File: config.mk
export PLATFORM = sky130hd
export DESIGN_NAME = pixel_stream_src_flat
export DESIGN_NICKNAME = d
export VERILOG_FILES = /design/src/rtl/pixel_stream_src_pkg.sv /design/src/rtl/pixel_stream_src_if.sv /design/src/rtl/pixel_stream_src_raster_counter.sv /design/src/rtl/pixel_stream_src.sv /design/src/flat_wrapper.sv
export SDC_FILE = /design/constraint.sdc
export NUM_CORES = 1
export LEC_CHECK = 0
export ABC_CLOCK_PERIOD_IN_PS = 2400
export BUFFER_PORTS_ARGS = -buffer_cell sky130_fd_sc_hd__buf_2
export CAP_MARGIN = 20
export CORE_ASPECT_RATIO = 1.4
export CORE_MARGIN = 10
export CORE_UTILIZATION = 40
export DETAILED_ROUTE_END_ITERATION = 6
export PLACE_DENSITY = 0.73
export SLEW_MARGIN = 20
export SYNTH_ARGS = -nofsm -noshare
export SYNTH_HDL_FRONTEND = slang
export SYNTH_SLANG_ARGS = --single-unit
export TNS_END_PERCENT = 1
File: constraint.sdc
create_clock -name clk -period 2.4 [get_ports clk]
set_input_delay 0.24 -clock clk [delete_from_list [all_inputs] [get_ports clk]]
set_output_delay 0.24 -clock clk [all_outputs]
set_load 0.01 [all_outputs]
File: src/rtl/pixel_stream_src_pkg.sv
// rtl/pixel_stream_src_pkg.sv - shared pixel width, FSM states and counter-width helper
package pixel_stream_src_pkg;

  localparam int DEF_PIXEL_SIZE = 24;

  typedef enum logic [2:0] {
    IDLE,
    ACTIVE,
    HBLANK,
    VBLANK,
    DONE
  } state_t;

  // Bits needed to hold 0..n-1, never less than one so degenerate frames still elaborate.
  function automatic int cnt_w(input int n);
    int w;
    w = 1;
    while ((1 << w) < n) w++;
    return w;
  endfunction

endpackage

File: src/rtl/pixel_stream_src_if.sv
// rtl/pixel_stream_src_if.sv - pixel stream bundle (en, hsync, vsync, data)
interface pixel_stream_src_if
  import pixel_stream_src_pkg::*;
#(
  parameter int PIXEL_SIZE = DEF_PIXEL_SIZE
);
  logic                  en;
  logic                  hsync;
  logic                  vsync;
  logic [PIXEL_SIZE-1:0] data;

  modport master (output en, hsync, vsync, data);
  modport slave  (input  en, hsync, vsync, data);
endinterface

File: src/rtl/pixel_stream_src_raster_counter.sv
// rtl/pixel_stream_src_raster_counter.sv - column/row/address/blank counters for the raster source
module raster_counter
  import pixel_stream_src_pkg::*;
#(
  parameter int WIDTH   = 640,
  parameter int HEIGHT  = 480,
  parameter int H_BLANK = 0,
  parameter int V_BLANK = 0,
  parameter int ADDR_W  = cnt_w(WIDTH * HEIGHT),
  parameter int COL_W   = cnt_w(WIDTH),
  parameter int ROW_W   = cnt_w(HEIGHT),
  parameter int BLANK_W = cnt_w(((H_BLANK > V_BLANK) ? H_BLANK : V_BLANK) + 1)
) (
  input  logic              clk,
  input  logic              reset,
  input  logic              clr,
  input  logic              step,
  input  logic              blank_step,
  input  logic              blank_clr,
  output logic [COL_W-1:0]  col,
  output logic [ROW_W-1:0]  row,
  output logic [ADDR_W-1:0] addr,
  output logic              row_end,
  output logic              last_row,
  output logic              hblank_end,
  output logic              vblank_end
);

  localparam logic [COL_W-1:0]   COL_LAST = COL_W'(WIDTH - 1);
  localparam logic [ROW_W-1:0]   ROW_LAST = ROW_W'(HEIGHT - 1);
  localparam logic [BLANK_W-1:0] H_LAST   = BLANK_W'((H_BLANK > 0) ? H_BLANK - 1 : 0);
  // Vertical blank runs one extra cycle so the last pixel clears the output stage before done.
  localparam logic [BLANK_W-1:0] V_LAST   = BLANK_W'(V_BLANK);

  logic [COL_W-1:0]   col_q,   col_d;
  logic [ROW_W-1:0]   row_q,   row_d;
  logic [ADDR_W-1:0]  addr_q,  addr_d;
  logic [BLANK_W-1:0] blank_q, blank_d;

  always_comb begin
    col_d   = col_q;
    row_d   = row_q;
    addr_d  = addr_q;
    blank_d = blank_q;
    if (clr) begin
      col_d   = '0;
      row_d   = '0;
      addr_d  = '0;
      blank_d = '0;
    end else begin
      if (step) begin
        addr_d = addr_q + 1'b1;
        if (row_end) begin
          col_d = '0;
          if (!last_row) row_d = row_q + 1'b1;
        end else begin
          col_d = col_q + 1'b1;
        end
      end
      if (blank_clr)       blank_d = '0;
      else if (blank_step) blank_d = blank_q + 1'b1;
    end
  end

  always_ff @(posedge clk) begin
    if (reset) begin
      col_q   <= '0;
      row_q   <= '0;
      addr_q  <= '0;
      blank_q <= '0;
    end else begin
      col_q   <= col_d;
      row_q   <= row_d;
      addr_q  <= addr_d;
      blank_q <= blank_d;
    end
  end

  assign col        = col_q;
  assign row        = row_q;
  assign addr       = addr_q;
  assign row_end    = (col_q == COL_LAST);
  assign last_row   = (row_q == ROW_LAST);
  assign hblank_end = (blank_q == H_LAST);
  assign vblank_end = (blank_q == V_LAST);

endmodule

File: src/rtl/pixel_stream_src.sv
// rtl/pixel_stream_src.sv - raster pixel source: frame memory reader driving the pixel stream
module pixel_stream_src
  import pixel_stream_src_pkg::*;
#(
  parameter int WIDTH      = 640,
  parameter int HEIGHT     = 480,
  parameter int PIXEL_SIZE = DEF_PIXEL_SIZE,
  parameter int H_BLANK    = 0,
  parameter int V_BLANK    = 0,
  parameter int ADDR_W     = cnt_w(WIDTH * HEIGHT)
) (
  input  logic                  clk,
  input  logic                  reset,
  input  logic                  start,
  input  logic                  pause,
  output logic                  mem_rd_en,
  output logic [ADDR_W-1:0]     mem_addr,
  input  logic [PIXEL_SIZE-1:0] mem_data,
  pixel_stream_src_if.master    px,
  output logic                  busy,
  output logic                  done
);

  localparam int COL_W   = cnt_w(WIDTH);
  localparam int ROW_W   = cnt_w(HEIGHT);
  localparam int BLANK_W = cnt_w(((H_BLANK > V_BLANK) ? H_BLANK : V_BLANK) + 1);

  state_t state_q, state_d;

  logic              clr, step, blank_step, blank_clr;
  logic [COL_W-1:0]  col;
  logic [ROW_W-1:0]  row;
  logic              row_end, last_row, hblank_end, vblank_end;

  logic                  en_q,    en_d;
  logic                  hsync_q, hsync_d;
  logic                  vsync_q, vsync_d;
  logic [PIXEL_SIZE-1:0] hold_q,  hold_d;

  raster_counter #(
    .WIDTH   (WIDTH),
    .HEIGHT  (HEIGHT),
    .H_BLANK (H_BLANK),
    .V_BLANK (V_BLANK),
    .ADDR_W  (ADDR_W),
    .COL_W   (COL_W),
    .ROW_W   (ROW_W),
    .BLANK_W (BLANK_W)
  ) u_cnt (
    .clk        (clk),
    .reset      (reset),
    .clr        (clr),
    .step       (step),
    .blank_step (blank_step),
    .blank_clr  (blank_clr),
    .col        (col),
    .row        (row),
    .addr       (mem_addr),
    .row_end    (row_end),
    .last_row   (last_row),
    .hblank_end (hblank_end),
    .vblank_end (vblank_end)
  );

  always_comb begin
    state_d    = state_q;
    mem_rd_en  = 1'b0;
    step       = 1'b0;
    blank_step = 1'b0;
    blank_clr  = 1'b0;
    clr        = 1'b0;
    busy       = 1'b0;
    done       = 1'b0;
    case (state_q)
      IDLE: begin
        if (start) state_d = ACTIVE;
      end
      ACTIVE: begin
        busy = 1'b1;
        if (!pause) begin
          mem_rd_en = 1'b1;
          step      = 1'b1;
          if (row_end) begin
            if (last_row)         state_d = VBLANK;
            else if (H_BLANK > 0) state_d = HBLANK;
          end
        end
      end
      HBLANK: begin
        busy = 1'b1;
        if (hblank_end) begin
          state_d   = ACTIVE;
          blank_clr = 1'b1;
        end else begin
          blank_step = 1'b1;
        end
      end
      VBLANK: begin
        busy = 1'b1;
        if (vblank_end) begin
          state_d   = DONE;
          blank_clr = 1'b1;
        end else begin
          blank_step = 1'b1;
        end
      end
      DONE: begin
        done    = 1'b1;
        clr     = 1'b1;
        state_d = IDLE;
      end
      default: state_d = IDLE;
    endcase
  end

  // Memory returns data in the cycle en is high, so data passes straight through then and holds otherwise.
  always_comb begin
    en_d    = mem_rd_en;
    hsync_d = mem_rd_en && (col == '0);
    vsync_d = mem_rd_en && (col == '0) && (row == '0);
    hold_d  = en_q ? mem_data : hold_q;
  end

  always_ff @(posedge clk) begin
    if (reset) begin
      state_q <= IDLE;
      en_q    <= 1'b0;
      hsync_q <= 1'b0;
      vsync_q <= 1'b0;
      hold_q  <= '0;
    end else begin
      state_q <= state_d;
      en_q    <= en_d;
      hsync_q <= hsync_d;
      vsync_q <= vsync_d;
      hold_q  <= hold_d;
    end
  end

  assign px.en    = en_q;
  assign px.hsync = hsync_q;
  assign px.vsync = vsync_q;
  assign px.data  = en_q ? mem_data : hold_q;

endmodule

File: src/flat_wrapper.sv
// flat-port wrapper written by rule: the top's interface ports become plain ports
module pixel_stream_src_flat import pixel_stream_src_pkg::*;
#(
  parameter int WIDTH      = 640,
  parameter int HEIGHT     = 480,
  parameter int PIXEL_SIZE = DEF_PIXEL_SIZE,
  parameter int H_BLANK    = 0,
  parameter int V_BLANK    = 0,
  parameter int ADDR_W     = cnt_w(WIDTH * HEIGHT)
)
  (clk, reset, start, pause, mem_rd_en, mem_addr, mem_data, busy, done, px_en, px_hsync, px_vsync, px_data);
  pixel_stream_src_if #(.PIXEL_SIZE(PIXEL_SIZE)) px_i ();
  input  logic clk;
  input  logic reset;
  input  logic start;
  input  logic pause;
  output logic mem_rd_en;
  output logic [ADDR_W-1:0] mem_addr;
  input  logic [PIXEL_SIZE-1:0] mem_data;
  output logic busy;
  output logic done;
  output wire logic [$bits(px_i.en)-1:0] px_en;
  output wire logic [$bits(px_i.hsync)-1:0] px_hsync;
  output wire logic [$bits(px_i.vsync)-1:0] px_vsync;
  output wire logic [$bits(px_i.data)-1:0] px_data;
  assign px_en = px_i.en;
  assign px_hsync = px_i.hsync;
  assign px_vsync = px_i.vsync;
  assign px_data = px_i.data;
  pixel_stream_src #(.WIDTH(WIDTH), .HEIGHT(HEIGHT), .PIXEL_SIZE(PIXEL_SIZE), .H_BLANK(H_BLANK), .V_BLANK(V_BLANK), .ADDR_W(ADDR_W)) u_core (.clk(clk), .reset(reset), .start(start), .pause(pause), .mem_rd_en(mem_rd_en), .mem_addr(mem_addr), .mem_data(mem_data), .px(px_i), .busy(busy), .done(done));
endmodule
Word level (Yosys, flattened, before mapping)
Index checks and enable logic that the tools add are counted.
{"block": "classes", "addsub": 4, "n_eq_ne": 12, "mux": 17, "bitwise": 1, "n_reduce_logical": 11}
{"cell": "$mux W24", "count": 1}
{"cell": "$add A19 B1 Y19 const B", "count": 1}
{"cell": "$mux W3", "count": 6}
{"cell": "$pmux W3 S4", "count": 1}
{"cell": "$add A10 B1 Y10 const B", "count": 1}
{"cell": "$eq A10 B10 Y1 const B", "count": 1}
{"cell": "$logic_not A10 Y1", "count": 1}
{"cell": "$mux W10", "count": 1}
{"cell": "$add A9 B1 Y9 const B", "count": 1}
{"cell": "$eq A9 B9 Y1 const B", "count": 1}
{"cell": "$logic_not A9 Y1", "count": 1}
{"cell": "$mux W1", "count": 8}
{"cell": "$ne A2 B2 Y1 const B", "count": 4}
{"cell": "$eq A3 B2 Y1 const B", "count": 2}
{"cell": "$reduce_and A6 Y1", "count": 1}
{"cell": "$reduce_or A3 Y1", "count": 2}
{"cell": "$ne A2 B1 Y1 const B", "count": 2}
{"cell": "$reduce_or A2 Y1", "count": 2}
{"cell": "$eq A3 B1 Y1 const B", "count": 1}
{"cell": "$eq A3 B3 Y1 const B", "count": 1}
{"cell": "$logic_not A3 Y1", "count": 1}
{"cell": "$reduce_and A3 Y1", "count": 1}
{"cell": "$logic_and A1 B1 Y1", "count": 2}
{"cell": "$add A1 B1 Y1 const B", "count": 1}
{"cell": "$not A1 Y1", "count": 1}
{"block": "totals", "reg_bits": 69, "inputBits": 28, "output_inout_bits": 49, "word_cells": 54}

Longest topological paths before layout
Gate-level depths: netlist of the first run.
{"block": "depth", "depth_word": 5, "depth_mapped": 7}

Modules after synthesis
Synthesis of the first run repeated with hierarchy kept, for this count alone.
{"block": "hier_totals", "hier_cells": 324, "area_unflattened_um2": 3067.9}
{"module": "raster_counter", "instances": 1, "cells_each": 206, "area_per_inst_um2": 1780.5, "seq_area_each_um2": 780.7}
{"module": "pixel_stream_src", "instances": 1, "cells_each": 118, "area_per_inst_um2": 1287.5, "seq_area_each_um2": 600.6}

Least setup slack after synthesis of the first run
No wires, ideal clock.
{"block": "synth_timing", "kind": "register to register", "start": "register u_core.state_q[1]", "end": "register u_core.u_cnt.row_q[3] (netlist: u_core.u_cnt.row[3])", "arrival_ns": 2.225, "t_required_ns": 2.330, "slack_ns": 0.104, "path_stages_with_launch": 7, "synth_period_minus_slack_ns": 2.296, "cell_sequence": "dfxtp_1 or4b_1 buf_2 or4_1 buf_2 or4_1 a21oi_1"}
{"block": "synth_via", "elab_chain_len": 3}
{"element": "start, declared", "line_no": "pixel_stream_src.sv:28", "text": "state_t state_q, state_d;"}
{"element": "start signal, assigned", "line_no": "pixel_stream_src.sv:132", "text": "state_q <= state_d;"}
{"element": "$eq A3 B1 Y1 or $eq A3 B3 Y1 (tied branches)", "line_no": "pixel_stream_src.sv:74", "text": "case (state_q)"}
{"element": "$mux W1", "line_no": "pixel_stream_src.sv:74"}
{"element": "$reduce_and A3 Y1 (no line) or $reduce_or A2 Y1 (tied branches)"}
{"element": "end signal, assigned", "line_no": "pixel_stream_src_raster_counter.sv:73", "text": "row_q <= row_d;"}
{"element": "end, declared", "line_no": "pixel_stream_src_raster_counter.sv:36", "text": "logic [ROW_W-1:0] row_q, row_d;"}
Parallel ways exist; a longest one is shown, timed or not.
A chain may end at the register's enable or synchronous reset.

Worst setup path in the final report of the first run
{"block": "layout_timing", "start": "register u_core.state_q[2]", "end": "register u_core.u_cnt.row_q[3] (netlist: u_core.u_cnt.row[3])"}
Same word-level chain as after synthesis.

==> results of run 1 <==
-- tightest hold or removal path, delay by kind of cell --
| family | cells | cell delay [ns] |
|---|---|---|
| multiplexers | 1 | 0.14 |
| AND/OR/NAND/NOR | 1 | 0.11 |
| buffers and inverters | 1 | 0.07 |
-- stage by stage --
step | total power, mW | hold slack (ns) | setup slack [ns] | std cells
final | 2.460 | 0.2589 | 0.1495 | 505
after global routing | 2.562 | 0.2390 | 0.06082 | 505
after CTS | 2.495 | 0.2405 | 0.001663 | 505
after detailed placement | 1.346 | 0.4817 | 0.02292 | 489
after global placement | 1.341 | 0.4576 | 0.06598 | 489
after floorplan | 1.280 | 0.4369 | 0.1041 | 323
-- layer usage --
layer | global-route usage [%] | part of all wire (%) | up-vias
li1 | - | - | 1305
met2 | 19.95 | 46 | 81
met5 | 0 | 0 | -
met4 | 3.482 | 0.41 | 0
met3 | 4.520 | 7.5 | 4
met1 | 13.61 | 46 | 1182
-- flip-flops by register name, summed over array words and instances (netlist names) --
name,count
u_core.px.vsync,1
u_core.px.hsync,1
u_core.state_q,3
u_core.u_cnt.addr,19
u_core.u_cnt.row,9
u_core.u_cnt.col,10
u_core.px.en,1
u_core.hold_q,24
u_core.u_cnt.blank_q,1
-- layout by cell type (no fill, tap or decap), types with 4 or more instances in the layout --
cell type | Yosys | layout
or4_1 | 11 | 10
clkbuf_8 | 0 | 10
nor4_1 | 6 | 6
xnor2_1 | 9 | 9
a21oi_1 | 17 | 17
mux2_2 | 24 | 24
nor2b_1 | 26 | 26
ha_1 | 5 | 5
nand2_1 | 24 | 24
or3_1 | 8 | 7
and4_1 | 4 | 4
inv_1 | 8 | 8
buf_2 | 2 | 76
nor3_1 | 8 | 8
buf_4 | 0 | 10
nor2_1 | 26 | 26
nand3_1 | 11 | 11
o31ai_1 | 10 | 10
o21ai_0 | 5 | 5
nand4_1 | 9 | 9
xor2_1 | 9 | 9
dfxtp_1 | 69 | 69
-- power groups by stage --
stage               Clock, mW  Combinational, mW  Sequential, mW
CTS                      1.18              0.151            1.17
finish                   1.14              0.148            1.17
global route             1.23              0.165            1.17
floorplan                   0             0.0839            1.20
detailed placement          0              0.150            1.20
global placement            0              0.147            1.19
-- path summary, 6_finish.rpt --
kind / cells after the start / endpoint
worst min register to register: 1 / u_core.state_q[2]
worst max-delay path: 4 / u_core.u_cnt.row[3]
worst min-delay path: 3 / u_core.hold_q[3]
worst max register to register: 4 / u_core.u_cnt.row[3]
-- layout make-up --
class / count / area (um^2)
timing repair buffer: 86 / 455.4
clock inverter: 6 / 110.1
inverter: 8 / 30.03
clock buffer: 10 / 137.6
tap: 97 / 121.4
multi-input combinational: 229 / 1524
sequential: 69 / 1381
fill: 689 / 3555
-- cells by family (layout without fill, tap and decap cells) --
kind of cell	Yosys count	after routing	share of synthesized area, %
and+or+nand+nor	145	145	26.67
DFF	69	69	46.15
AOI/OAI and AO/OA	37	37	7.567
buffers and inverters	25	110	3.219
muxes	24	24	9.030
xor gates and xnor gates	18	18	5.268
adders and majority gates	5	5	2.090
==> reports/metrics.yaml, run 1 <==
synth_cell_types: 34
swShare_pct: 20.80
drc_errors: 0
hold_class: "input port to flip-flop"
dpl.hpwl_um: 5085
cts_setup_buffers: 0
clkSinkCount: 69
status: "completed"
drv_slew: 0
path_max_fanout: 14
grt_pass1_wl_um: 11340
htreeDepth: 3
synth_top_area_share_pct: 46.15
diodes: 0
drt_first_pass_iters: 4
grt_max_degree: 31
postCtsResizedCells: 0
setup_viol: 0
powerDensity_nw_per_um2: 654.4
start_util_pct: 40.92
drt_wl_total_um: 6848
cts_buffers: 9
ioPinCount: 77
skew_ns: 0.006128
clk_pin_slew_ns: 0.08
synth_nets: 356
slowest_stage: "or4_4"
max_slew_margin_pct: 65.74
area_growth_pct: 25.63
power.sequential.fraction_pct: 47.5
drv_cap: 0
clk_latency_ns: 0.33
num_rows: 37
fmax_ghz: 0.4443
drt_iter0_drc: 139
synthTopCellsByCount: "dfxtp_1, nor2_1, nor2b_1"
ant_nets: 0
io_buffers: 76
fin_crit_ns: 2.250
min_from: "mem_data[3]"
synth_most_common_cell: "dfxtp_1"
peakVddDrop_uv: 400.2
overflow: 0
max_stage_delay_ns: 0.65
gp_congestion: 0.7669
layout-drive-gt1-share_pct: 31.86
root_buffer: "clkbuf_8"
final-hold-violation-count: 0
synthFlopType: "dfxtp_1"
cp.required_ns: 2.66
async_flop_share_pct: 0
ys_seq_area_share_pct: 46.15
critPathCaptureType: "flip-flop"
fin_area_um2: 3760
power.clock.fraction_pct: 46.5
arrival_ns: 2.51
crit_buf_inv: 0
p_switching_mw: 0.5116
r2r_slack_ns: 0.15
wl_per_cell_um: 13.56
cts_buffer_depth: 2
ys_warn_count: 0
worst_pin_slew_ns: 0.5140
cp_cell_sequence: "or4b_1 > or4_4 > or4_1 > a21oi_1"
path_class: "flip-flop to flip-flop"
grt_pass1_vias: 2525
dieArea_um2: 11390
finish.utilization_pct: 51.40
dieWidth_um: 93.11
via_per_inst: 5.093
synth_cells: 323
vias: 2572
cp_top_family: "simple AND/OR/NAND/NOR gates"
antenna_found_initial: 0
synthesis.area_um2: 2993
synth_seq_cells: 69
comb_power_share_pct: 6.0
layout.nets: 436
postPlaceCellArea_um2: 3503
leakagePower_nw: 1.562
reg2reg_from: "u_core.state_q[2]"
track_usage_pct: 11.84
min_period_over_period_pct: 93.77
startpoint_type: "flip-flop"
design.core.area_um2: 7315
synth_top_cell_by_area: "dfxtp_1"
setup_tns_ns: 0
syn_area_per_cell_um2: 9.266
synth_edf_count: 0
rsz0062_at_grt: "false"
ctsHoldBuffers: 0
internal-power_mw: 1.949
crit_path_start: "u_core.state_q[2]"
cts_tree: "yes"
die_h_um: 122.3
netlist_top_cells_area: "dfxtp_1, mux2_2, nor2b_1, nor2_1, nand2_1"
Note: power is estimated with default switching activity, not from simulation.
==> run 2: changes to the inputs <==
- CORE_ASPECT_RATIO: 1.4 -> 1.2
==> run 2 against run 1 <==
Largest cell class unchanged. Critical path depth is the same. Sequential cell count is the same. Clock power shrank 20%. Critical path type unchanged.
==> reports/metrics.yaml, run 2 (synthesis results as in run 1) <==
reg2regPathDepth: 4
grt_pass1_wl_um: 11700
routed-wl-met2_um: 2874
fmax_ghz: 0.4454
diodes: 0
antenna_found_initial: 0
final_common_cell: "buf_2"
status: "completed"
arrival_ns: 2.51
hold_class: "input port to flip-flop"
met1_length_um: 3376
die_h_um: 114.8
finish.utilization_pct: 50.77
fin_area_um2: 3694
postCtsResizedCells: 0
overflow: 0
gp_congestion: 0.8300
drc_errors: 0
cts_tree: "yes"
io_buffers: 76
min_from: "mem_data[5]"
dieArea_um2: 11360
clkSinkCount: 69
drv_cap: 0
dr_wl_met3_um: 588
largest_reg_flops: 24
postPlaceCellArea_um2: 3495
path_class: "flip-flop to flip-flop"
layout.nets: 436
cts_setup_buffers: 0
layout-drive-gt1-share_pct: 31.45
power.clock.fraction_pct: 40.8
design.core.area_um2: 7274
hold_depth: 3
setup_tns_ns: 0
final_cell_mix: "buf_2, dfxtp_1, nor2_1, nor2b_1"
dpl.hpwl_um: 5021
reg2reg_from: "u_core.state_q[2]"
setup_viol: 0
min_period_over_period_pct: 93.55
final-hold-violation-count: 0
ctsHoldBuffers: 0
grt_pass1_vias: 2552
p_switching_mw: 0.4944
wl_per_cell_um: 13.90
clk_latency_ns: 0.33
path_max_fanout: 12
hold_end: "u_core.hold_q[5]"
drv_slew: 0
comb_power_share_pct: 6.7
peakVddDrop_uv: 324.1
power.total_mw: 2.228
vias: 2573
drt_wl_total_um: 6909
top_register: "u_core.hold_q"
cts_buffers: 9
drt_first_pass_iters: 4
ioPinCount: 77
internal-power_mw: 1.734
maxUsedRoutingLayer: "met4"
root_buffer: "clkbuf_8"
stdcell_count: 497
rr_endpoint: "u_core.u_cnt.row[5]"
drt_iter0_drc: 140
dieWidth_um: 98.96
leakagePower_nw: 1.542
rsz0062_at_grt: "false"
startpoint_type: "flip-flop"
skew_ns: 0.007655
ant_nets: 0
via_per_inst: 5.177
critPathCaptureType: "flip-flop"
grt_max_degree: 31
start_util_pct: 41.14
power.sequential.fraction_pct: 52.5
max_slew_margin_pct: 65.66
swShare_pct: 22.19
fin_crit_ns: 2.245
cts_buffer_depth: 2
fill_cells: 699
num_rows: 34
dp_cells: 482
track_usage_pct: 12.10
clk_pin_slew_ns: 0.07
powerDensity_nw_per_um2: 603.2
r2r_slack_ns: 0.15
htreeDepth: 3
cp.required_ns: 2.66
area_growth_pct: 23.41
worst_pin_slew_ns: 0.5151
run 2: cell types whose count changed in the layout (fill, tap and decap cells not counted):
cell,change
clkinvlp_4,-2
bufinv_16,-2
clkbuf_1,+1
clkinv_4,+1
clkinv_2,+1
run 2: layer usage:
metal	track usage (%)	up-vias
met3	4.322	7
met5	0	-
met4	5.263	0
met1	14.74	1170
li1	-	1307
met2	18.87	89
run 2: worst max path at each step:
| stage | startpoint | endpoint | slack (ns) |
|---|---|---|---|
| floorplan | u_core.state_q[1] | u_core.u_cnt.row[3] | 0.10 |
| global placement | pause | u_core.u_cnt.row[8] | 0.06 |
| detailed placement | pause | u_core.u_cnt.row[5] | 0.01 |
| CTS | u_core.state_q[2] | u_core.u_cnt.row[5] | 0.02 |
| global route | u_core.state_q[2] | u_core.u_cnt.row[5] | 0.03 |
| finish | u_core.state_q[2] | u_core.u_cnt.row[5] | 0.15 |
run 2: critical path: stages (launching register included):
cell and delay, ns:
dfxtp_1 0.31, or4b_1 0.56, or4_4 0.64, or4_1 0.52, a21oi_1 0.15
run 2: stage by stage:
stage	worst slack [ns]	hold WS (ns)
finish	0.1549	0.2669
global route	0.02755	0.2559
CTS	0.02450	0.2411
detailed placement	0.01156	0.4776
global placement	0.06152	0.4615
floorplan	0.1041	0.4369
run 2: cell type report:
cell class	instances	area, um^2	area share [%]
Multi-Input combinational cell	229	1524	41.26
Sequential cell	69	1381	37.40
Timing Repair Buffer	86	455.4	12.33
Clock buffer	11	141.4	3.828
Tap cell	90	112.6	3.049
Clock inverter	4	48.80	1.321
Inverter	8	30.03	0.8130
run 2: power by group through the flow:
stage	Clock (mW)	Sequential [mW]	Combinational, mW
final	0.910	1.17	0.149
after floorplan	0	1.20	0.0839
after detailed placement	0	1.20	0.150
after global placement	0	1.19	0.147
after CTS	0.942	1.17	0.151
after global routing	0.991	1.17	0.165
==> run 3: changes to the inputs <==
- CORE_ASPECT_RATIO: 1.2 -> 0.75
==> run 3 against run 2 <==
Worst setup slack got worse by 0.023 ns. Combinational power about the same. Hold slack worse by 0.015 ns. Die area rose by 0.19%. Fmax is 1.0% lower. Register-to-register slack worse by 0.02 ns. First-iteration DRC count rose by 32%. Largest cell class unchanged.
==> reports/metrics.yaml, run 3 (synthesis results as in run 1) <==
status: "completed"
fmax_ghz: 0.4409
wl_per_cell_um: 14.04
leakagePower_nw: 1.535
largest_reg_flops: 24
dieWidth_um: 119.9
max_stage_delay_ns: 0.64
track_usage_pct: 12.53
min_period_over_period_pct: 94.51
design.core.area_um2: 7297
r2r_slack_ns: 0.13
peakVddDrop_uv: 256.4
max_slew_margin_pct: 64.68
startpoint_type: "flip-flop"
crit_buf_inv: 0
dpl.hpwl_um: 5225
cp-endpoint: "u_core.u_cnt.row[3]"
top_register: "u_core.hold_q"
cp.required_ns: 2.67
reg2regPathDepth: 4
powerDensity_nw_per_um2: 607.4
arrival_ns: 2.54
io_buffers: 76
grt_pass1_wl_um: 11570
cp_cell_sequence: "or4b_1 > or4_4 > or4_1 > a21oi_1"
fin_area_um2: 3702
drv_slew: 0
grt_max_degree: 31
final_common_cell: "buf_2"
clk_pin_slew_ns: 0.07
gp_congestion: 0.8222
rr_endpoint: "u_core.u_cnt.row[3]"
layout-drive-gt1-share_pct: 31.20
vias: 2616
drv_cap: 0
ant_nets: 0
dieArea_um2: 11380
drt_iter0_drc: 185
postPlaceCellArea_um2: 3501
die_h_um: 94.91
cts_tree: "yes"
ioPinCount: 77
fill_cells: 696
grt_pass1_vias: 2407
finish.utilization_pct: 50.74
reg2reg_from: "u_core.state_q[2]"
final-hold-violation-count: 0
hold_class: "input port to flip-flop"
rsz0062_at_grt: "false"
via_per_inst: 5.150
htreeDepth: 3
clk_latency_ns: 0.34
antenna_found_initial: 0
drt_wl_total_um: 7130
layout.nets: 435
diodes: 0
final_cell_mix: "buf_2, dfxtp_1, nor2_1, nor2b_1"
overflow: 0
power.total_mw: 2.249
slowest_stage: "or4_4"
path_class: "flip-flop to flip-flop"
cp.depth: 4
drt_first_pass_iters: 4
drc_errors: 0
cts_buffers: 9
root_buffer: "clkbuf_8"
start_util_pct: 41.02
area_growth_pct: 23.70
clkSinkCount: 69
path_max_fanout: 14
skew_ns: 0.009232
worst_pin_slew_ns: 0.5299
num_rows: 27
hold_slack_ns: 0.2521
cp_top_family: "simple AND/OR/NAND/NOR gates"
critPathCaptureType: "flip-flop"
setup_tns_ns: 0
hold_depth: 3
cts_buffer_depth: 2
crit_path_start: "u_core.state_q[2]"
ctsHoldBuffers: 0
fin_crit_ns: 2.268
setup_viol: 0
==> run 3: where the power goes <==
part / switching [mW] / internal [mW]
sequential: 0.00848 / 1.16
combinational: 0.0775 / 0.0706
clock: 0.425 / 0.506
==> run 3: what timing repair did <==
item	in CTS	in global routing
endpoints found under the hold margin	0	0
setup buffers	0	0
setup endpoints to repair	2	1
pin swaps	0	0
gates resized for setup	1	1
==> run 3: worst min path at each step <==
stage | end | from | slack, ns
after global routing | u_core.hold_q[21] | mem_data[21] | 0.24
final | u_core.hold_q[12] | mem_data[12] | 0.25
after detailed placement | u_core.u_cnt.addr[18] | u_core.u_cnt.addr[18] | 0.47
after CTS | u_core.hold_q[12] | mem_data[12] | 0.23
after global placement | u_core.u_cnt.addr[18] | u_core.u_cnt.addr[18] | 0.46
after floorplan | u_core.state_q[2] | u_core.u_cnt.blank_q | 0.44
==> run 3: cell type report <==
cell class                      instances  area (um^2)  area share [%]
Timing Repair Buffer                   85        447.9           12.10
Clock inverter                          4        47.55           1.284
Clock buffer                           12        145.1           3.920
Inverter                                8        30.03          0.8111
Tap cell                              101        126.4           3.413
Multi-Input combinational cell        229         1524           41.16
Sequential cell                        69         1381           37.31
==> run 3: tightest hold or removal path, cell delays in order <==
cell	delay, ns
buf_2	0.07
mux2_2	0.14
nor2b_1	0.11
==> run 3: layer usage <==
| layer | routed length, um | vias to the layer above | GRT usage (%) | part of all wire [%] |
|---|---|---|---|---|
| li1 | - | 1299 | - | - |
| met1 | 3352 | 1213 | 14.83 | 47 |
| met2 | 2965 | 93 | 18.69 | 42 |
| met3 | 652 | 11 | 6.079 | 9.1 |
| met4 | 159 | 0 | 6.313 | 2.2 |
| met5 | 0 | - | 0 | 0 |
==> run 3: per-stage QoR <==
stage / setup slack [ns] / std cells
global route: 0.04071 / 508
CTS: 0.1064 / 508
finish: 0.1317 / 508
floorplan: 0.1041 / 323
detailed placement: 0.002754 / 492
global placement: 0.05075 / 492
